## src/rtl/cpu_pkg.sv

```systemverilog
// Shared definitions for the fetch-redirect path: default widths and the
// redirect FSM state encoding.
package cpu_pkg;

    localparam int DEF_PC_W         = 10;
    localparam int DEF_FLUSH_CYCLES = 2;
    // Wide enough for the largest legal squash window (7).
    localparam int FLUSH_CNT_W      = 3;

    typedef enum logic [1:0] {
        IDLE     = 2'd0,
        REDIRECT = 2'd1,
        FLUSH    = 2'd2
    } brs_state_t;

endpackage

```

## src/rtl/sat_counter.sv

```systemverilog
// Up-counter that sticks at all-ones instead of wrapping.
module sat_counter #(
    parameter int CNT_W = 16
) (
    input  logic             clk,
    input  logic             rst_n,
    input  logic             inc,
    output logic [CNT_W-1:0] count
);

    always_ff @(posedge clk or negedge rst_n) begin
        if (!rst_n)
            count <= '0;
        else if (inc && (count != {CNT_W{1'b1}}))
            count <= count + CNT_W'(1);
    end

endmodule

```

## src/rtl/branch_redirect_unit.sv

```systemverilog
// Compares resolved branch outcomes against fetch's prediction, issues a
// one-cycle redirect on a mispredict and then squashes IF/ID for a fixed window.
module branch_redirect_unit
    import cpu_pkg::*;
#(
    parameter int PC_W         = DEF_PC_W,
    parameter int FLUSH_CYCLES = DEF_FLUSH_CYCLES,
    parameter int CNT_W        = 16
) (
    input  logic             clk,
    input  logic             rst_n,
    input  logic             br_valid,
    input  logic [PC_W-1:0]  br_pc,
    input  logic             br_taken,
    input  logic [PC_W-1:0]  br_target,
    input  logic             pred_taken,
    input  logic [PC_W-1:0]  pred_target,
    output logic             predRW,
    output logic [PC_W-1:0]  PCnext,
    output logic             squash,
    output logic             busy,
    output logic [CNT_W-1:0] branch_count,
    output logic [CNT_W-1:0] mispred_count
);

    brs_state_t             state, state_nxt;
    logic [FLUSH_CNT_W-1:0] flush_cnt, flush_cnt_nxt;
    logic                   predRW_nxt, squash_nxt;
    logic [PC_W-1:0]        PCnext_nxt;

    logic                   accept;
    logic                   mispred;
    logic [PC_W-1:0]        correct_pc;

    // Anything arriving outside IDLE is wrong-path and must not be counted.
    assign accept     = br_valid && (state == IDLE);
    assign mispred    = (br_taken != pred_taken) ||
                        (br_taken && pred_taken && (br_target != pred_target));
    assign correct_pc = br_taken ? br_target : br_pc + PC_W'(1);

    always_ff @(posedge clk or negedge rst_n) begin
        if (!rst_n) begin
            state     <= IDLE;
            flush_cnt <= '0;
            predRW    <= 1'b0;
            squash    <= 1'b0;
            PCnext    <= '0;
            busy      <= 1'b0;
        end else begin
            state     <= state_nxt;
            flush_cnt <= flush_cnt_nxt;
            predRW    <= predRW_nxt;
            squash    <= squash_nxt;
            PCnext    <= PCnext_nxt;
            busy      <= (state_nxt != IDLE);
        end
    end

    always_comb begin
        state_nxt     = state;
        flush_cnt_nxt = flush_cnt;
        predRW_nxt    = 1'b0;
        squash_nxt    = squash;
        PCnext_nxt    = PCnext;
        case (state)
            IDLE: begin
                squash_nxt = 1'b0;
                if (accept && mispred) begin
                    state_nxt  = REDIRECT;
                    PCnext_nxt = correct_pc;
                    predRW_nxt = 1'b1;
                    squash_nxt = 1'b1;
                end
            end
            REDIRECT: begin
                state_nxt     = FLUSH;
                flush_cnt_nxt = FLUSH_CNT_W'(FLUSH_CYCLES - 1);
                squash_nxt    = 1'b1;
            end
            FLUSH: begin
                squash_nxt = 1'b1;
                if (flush_cnt == '0) begin
                    state_nxt  = IDLE;
                    squash_nxt = 1'b0;
                end else begin
                    flush_cnt_nxt = flush_cnt - FLUSH_CNT_W'(1);
                end
            end
            default: begin
                state_nxt  = IDLE;
                squash_nxt = 1'b0;
            end
        endcase
    end

    sat_counter #(.CNT_W(CNT_W)) u_branch_cnt (
        .clk   (clk),
        .rst_n (rst_n),
        .inc   (accept),
        .count (branch_count)
    );

    sat_counter #(.CNT_W(CNT_W)) u_mispred_cnt (
        .clk   (clk),
        .rst_n (rst_n),
        .inc   (accept && mispred),
        .count (mispred_count)
    );

endmodule

```

## config.mk

```make
export PLATFORM = sky130hd
export DESIGN_NAME = branch_redirect_unit
export DESIGN_NICKNAME = d
export VERILOG_FILES = /design/src/rtl/cpu_pkg.sv /design/src/rtl/sat_counter.sv /design/src/rtl/branch_redirect_unit.sv
export SDC_FILE = /design/constraint.sdc
export NUM_CORES = 1
export LEC_CHECK = 0
export ABC_CLOCK_PERIOD_IN_PS = 4000
export CORE_MARGIN = 2
export CORE_UTILIZATION = 52
export DETAILED_ROUTE_END_ITERATION = 6
export PLACE_DENSITY = 0.83
export SLEW_MARGIN = 10
export SYNTH_ARGS = -nofsm -noshare
export SYNTH_HDL_FRONTEND = slang
export SYNTH_HIERARCHICAL = 1
export SYNTH_SLANG_ARGS = --single-unit
```

## constraint.sdc

```tcl
create_clock -name clk -period 4 [get_ports clk]
set_input_delay 0.4 -clock clk [delete_from_list [all_inputs] [get_ports clk]]
set_output_delay 0.4 -clock clk [all_outputs]
set_load 0.02 [all_outputs]
```

# Word-level counts from Yosys, hierarchy flattened

Index checks and enable logic that the tools add are counted.
W data, S select, Z words.

Register bits after elaboration: 50
Logic and storage cells: 42

Eq/ne operators: 7
Reductions and logical operators: 13
Add/subtract/negate cells: 4
Multiplexer cells: 10

Operator list:

| cell                    | number |
|---|---|
| $add A16 B1 Y16 const B | 2 |
| $ne A16 B16 Y1 const B  | 2 |
| $add A10 B1 Y10 const B | 1 |
| $mux W10                | 1 |
| $ne A10 B10 Y1          | 1 |
| $logic_and A1 B1 Y1     | 6 |
| $pmux W2 S3             | 1 |
| $pmux W3 S2             | 1 |
| $mux W2                 | 2 |
| $reduce_and A2 Y1       | 2 |
| $reduce_bool A2 Y1      | 2 |
| $logic_not A3 Y1        | 1 |
| $mux W1                 | 3 |
| $mux W3                 | 1 |
| $pmux W1 S3             | 1 |
| $sub A3 B1 Y3 const B   | 1 |
| $eq A2 B1 Y1 const B    | 1 |
| $eq A2 B2 Y1 const B    | 1 |
| $logic_not A2 Y1        | 1 |
| $ne A2 B2 Y1 const B    | 1 |
| $logic_or A1 B1 Y1      | 1 |
| $ne A1 B1 Y1            | 1 |

# Depth between registers and ports, before layout

Depth after elaboration: 7
Mapped depth: 9
Gate-level depth less buffers: 7

# By module

Netlist, hierarchy kept.

Modules (own cells, without submodules):

| module               | sequential area each (um^2) | cells an instance | area an instance (um^2) | instances |
|---|---|---|---|---|
| sat_counter          | 400.4                       | 72                | 859.6                   | 2 |
| branch_redirect_unit | 450.4                       | 114               | 1178.6                  | 1 |

# Least setup slack after synthesis

No wires, ideal clock.

Path type: register to register
Start point: register state[0]
End point: register u_mispred_cnt.count[5]
Clock period less this slack: 2.261 ns
Setup slack: 1.739 ns
Buffers on the path: 2
Arrival: 2.142 ns
Required time: 3.881 ns
Stages on the path, launching flop included: 10
Path through: dfrtp_1 -> buf_2 -> nor3b_2 -> o21ai_1 -> a31oi_2 -> buf_6 -> and3_1 -> and4_2 -> o211ai_1 -> o21a_1

Word-level cells in the longest chain between the ends: 4

RTL lines:

| what                   | RTL line                    | RTL |
|---|---|---|
| from (decl)            | branch_redirect_unit.sv:26  | `brs_state_t state, state_nxt;` |
| from (signal assigned) | branch_redirect_unit.sv:50  | `state <= state_nxt;` |
| $logic_not A2 Y1       | branch_redirect_unit.sv:36  | `assign accept = br_valid && (state == IDLE);` |
| $logic_and A1 B1 Y1    | branch_redirect_unit.sv:36  |  |
| via accept             | branch_redirect_unit.sv:31  | `logic accept;` |
| $logic_and A1 B1 Y1    | branch_redirect_unit.sv:106 | `.inc (accept && mispred),` |
| $logic_and A1 B1 Y1    | sat_counter.sv:14           | `else if (inc && (count != {CNT_W{1'b1}}))` |
| to (signal assigned)   | sat_counter.sv:15           | `count <= count + CNT_W'(1);` |
| to (decl)              | sat_counter.sv:8            | `output logic [CNT_W-1:0] count` |

The timed path passes the listed nets, and every way through them passes these cells.
A chain may end at the register's enable or synchronous reset.

# Worst setup path after layout

Start point: input port br_taken
End point: register u_mispred_cnt.count[7]

Word-level cells in the longest chain between the ends: 5
Elaborated cells between the ends (all ways): 6
Those cells by class: eq/ne: 1; reduce/logical: 5

RTL lines:

| what                             | RTL line                    | RTL |
|---|---|---|
| from (decl)                      | branch_redirect_unit.sv:14  | `input logic br_taken,` |
| $logic_and A1 B1 Y1 (2 in a row) | branch_redirect_unit.sv:38  | `(br_taken && pred_taken && (br_target != pred_target));` |
| $logic_or A1 B1 Y1 (*)           | branch_redirect_unit.sv:37  | `assign mispred = (br_taken != pred_taken) \|\|` |
| $logic_and A1 B1 Y1 (*)          | branch_redirect_unit.sv:106 |  |
| $logic_and A1 B1 Y1 (*)          | sat_counter.sv:14           |  |

Every way passes the cells marked *; elsewhere a longest branch is shown, timed or not.

==> metrics.md <==
| Metric | Value |
|---|---|
| Final min period | 2.63 ns |
| # resized after CTS | 0 |
| Post-synth EDFFs | 0 |
| #FFs+latches synth | 50 |
| Die Y | 78.7 um |
| Global-route usage over all layers | 0.234 |
| Worst Path Arrival | 2.81 ns |
| Worst skew pair latency | 0.30 ns |
| Rows | 27 |
| CP bufs+invs | 1 |
| Hold_buf cts | 0 |
| Final Setup Violations | 0 |
| Max Fclk | 0.380 GHz |
| Final GP Congestion | 0.845 |
| WP data required | 4.18 ns |
| Critical path class | in -> reg |
| DR DRC count | 0 |
| Launching point of the worst reg2reg path | state[0] |
| DP Area | 0.00376 mm^2 |
| Outcome | finished clean |
| R2r endpoint | u_mispred_cnt/count[7] |
| Reg2reg setup slack | 1.61 ns |
| Worst slew pin tran | 0.487 ns |
| Global-route wire length before repair | 11.5 mm |
| HPWL Detailed | 4.87 mm |
| Top cell family by delay on the critical path | simple AND/OR/NAND/NOR gates |
| DRT Wirelength | 6.54 mm |
| Slowest stage delay, CP | 0.69 ns |
| Worst hold path type | in -> async |
| WP depth | 8 |
| CP max-delay cell | clkdlybuf4s50_1 |
| CTS Sinks | 50 |
| Register area share after synthesis | 0.432 |
| Synth Flop Type | dfrtp_1 |
| Library cells used by synthesis | 47 |
| CTS Buf Count | 5 |
| Clock buffer depth | 2 |
| Post-synth ARST share | 1.00 |
| Avg Cell Area, Syn | 11.2 um^2 |
| Area growth, synth to finish | 35.4% |
| Reg clk slew, reported paths | 0.09 ns |
| Starting Density | 0.533 |
| Max Cap Violations | 0 |
| Static power due to leakage | 1.60 nW |
| Core ar. | 0.00544 mm^2 |
| Router iterations before antenna repair | 4 |
| Die span in x | 78.7 um |
| Synth Instances | 258 |
| Syn_nets | 299 |
| CTS tree | built |
| Hold Vio Cnt, Final | 0 |
| # IOs | 80 |
| Cell Area, Synth | 0.00290 mm^2 |
| Cell chain of the critical path | clkdlybuf4s50_1, ha_1, nor4_4, a31oi_2, and3_1, and4_2, a31oi_1, a31oi_1 |
| Diodes inserted | 0 |
| Setup Fix Bufs, Post-CTS | 0 |
| Slew Viols, Final | 0 |
| Cells on worst reg2reg path | 7 |
| Die area | 0.00619 mm^2 |
| Skew final | 0.00939 ns |
| Most frequent CP cell | a31oi_1 |
| CP Capture Type | flop |
| Detailed-route via count | 2419 |
| Layout cells sized above 1 | 0.137 |
| Power density cells | 513 mW/mm^2 |
| Drt wl/cell | 15.7 um |
| Peak supply drop | 0.000506 V |
| TNS Setup | 0 ns |
| Startpoint types | input pin |
| Port bufs | 79 |
| # nets final | 384 |
| Yosys warning total | 6 |
| Final instance area | 0.00392 mm^2 |
| Antenna viol nets, final | 0 |
| Tcrit/Tclk final | 0.658 |
| CTS root buf | clkbuf_8 |
| Pin count of the biggest net entering global routing | 51 |
| H-tree Lvls | 2 |
| Setup repair after global routing missed its margin | no |
| DR vias/cell | 5.81 |
| Vias in the first global route | 2405 |
| Max FO, Critical Path | 11 |
| Initial antenna violation count | 0 |
| GRT overflow | 0 |
| Max-slew headroom | 0.674 |
| Drt first-iter violations | 100 |
## power by group
part           leakage (nW)  switching, mW  internal [mW]
sequential            0.647          0.146          0.638
combinational         0.880          0.386          0.405
clock                0.0714          0.171          0.267
## cells by family after synthesis
logic type,Yosys count,synth area share
xor+xnor,27,0.0816
simple gates,96,0.251
flops,50,0.432
buf+inv,9,0.0147
compound gates,57,0.135
fa+ha+maj,6,0.0259
mux,13,0.0596
## final cells by class
type | instances | area (um^2)
Timing Repair Buffer | 81 | 813
Sequential cell | 50 | 1250
Fill cell | 430 | 1520
Clock buffer | 6 | 82.6
Inverter | 6 | 22.5
Multi-Input combinational cell | 199 | 1600
Tap cell | 72 | 90.1
Clock inverter | 2 | 60.1
## worst reg2reg max path, cell delays in order (launching register included)
cell and delay, ns:
dfrtp_1 0.47, nor3b_2 0.46, o21ai_1 0.21, a31oi_2 0.35, and3_1 0.30, and4_2 0.28, a31oi_1 0.10, a31oi_1 0.16
## state kept, by name (all words and copies together), names as in the netlist
signal	count
u_branch_cnt/count	16
u_mispred_cnt/count	16
PCnext	10
state	2
flush_cnt	3
squash	1
busy	1
predRW	1
## how the worst max path moves through the flow
stage / end / from
after floorplan: u_mispred_cnt/count[5] / state[0]
after global placement: u_mispred_cnt/count[7] / br_taken
after detailed placement: u_mispred_cnt/count[7] / br_taken
after CTS: u_mispred_cnt/count[7] / br_taken
after global routing: u_mispred_cnt/count[7] / br_taken
final: u_mispred_cnt/count[7] / br_taken
## metal layers
metal / part of all wire / track usage
met1: 0.44 / 0.320
met2: 0.50 / 0.378
met5: 0 / 0
met4: 0.0069 / 0.0456
met3: 0.049 / 0.0609
## layout by cell type, fill, tap and decap left out, drive strengths merged, types with 7 or more instances in the layout
cell	instances
o21ai	13
nor4	7
nand2	13
xor2	15
nand3	16
clkdlybuf4s50	78
xnor2	12
a21oi	9
o21a	10
dfrtp	50
mux2	13
nor2	11
nand4	22
a31oi	14
## cells in the mapped netlist (2+ instances only)
library cell	count	share of area
and4b_1	2	0.0069
inv_1	5	0.0065
nand4_4	2	0.015
a31oi_1	13	0.028
nor2_1	9	0.012
xor2_1	15	0.045
nor3_1	3	0.0052
nand2_1	13	0.017
nand3_4	2	0.012
o31ai_4	2	0.015
o21ai_0	12	0.021
xnor2_1	12	0.036
nand4_2	2	0.0086
or3_1	4	0.0086
ha_1	6	0.026
or2_1	2	0.0043
and4_1	2	0.0060
o21a_1	10	0.026
dfrtp_1	50	0.43
a32oi_1	2	0.0060
nor2_2	2	0.0043
and3_1	4	0.0086
a21oi_1	9	0.016
nor4_4	6	0.044
nand3_1	14	0.024
mux2_4	7	0.036
nor3_2	3	0.010
mux2_2	4	0.016
mux2_1	2	0.0078
and4_4	2	0.0078
o211ai_1	3	0.0078
nand4_1	18	0.039
and4_2	2	0.0069
## stage by stage
step / hold slack, ns / util / instances / power (mW) / worst slack [ns]
after floorplan: 0.104 / - / 258 / 1.21 / 1.74
after global placement: 0.491 / 0.692 / 407 / 1.56 / 1.17
after detailed placement: 0.497 / 0.692 / 407 / 1.58 / 1.05
after CTS: 0.335 / 0.718 / 415 / 2.02 / 1.37
after global routing: 0.0135 / 0.721 / 416 / 2.13 / 1.17
final: 0.00207 / 0.721 / 416 / 2.01 / 1.37
No activity file was read; power rests on OpenSTA's default activity.
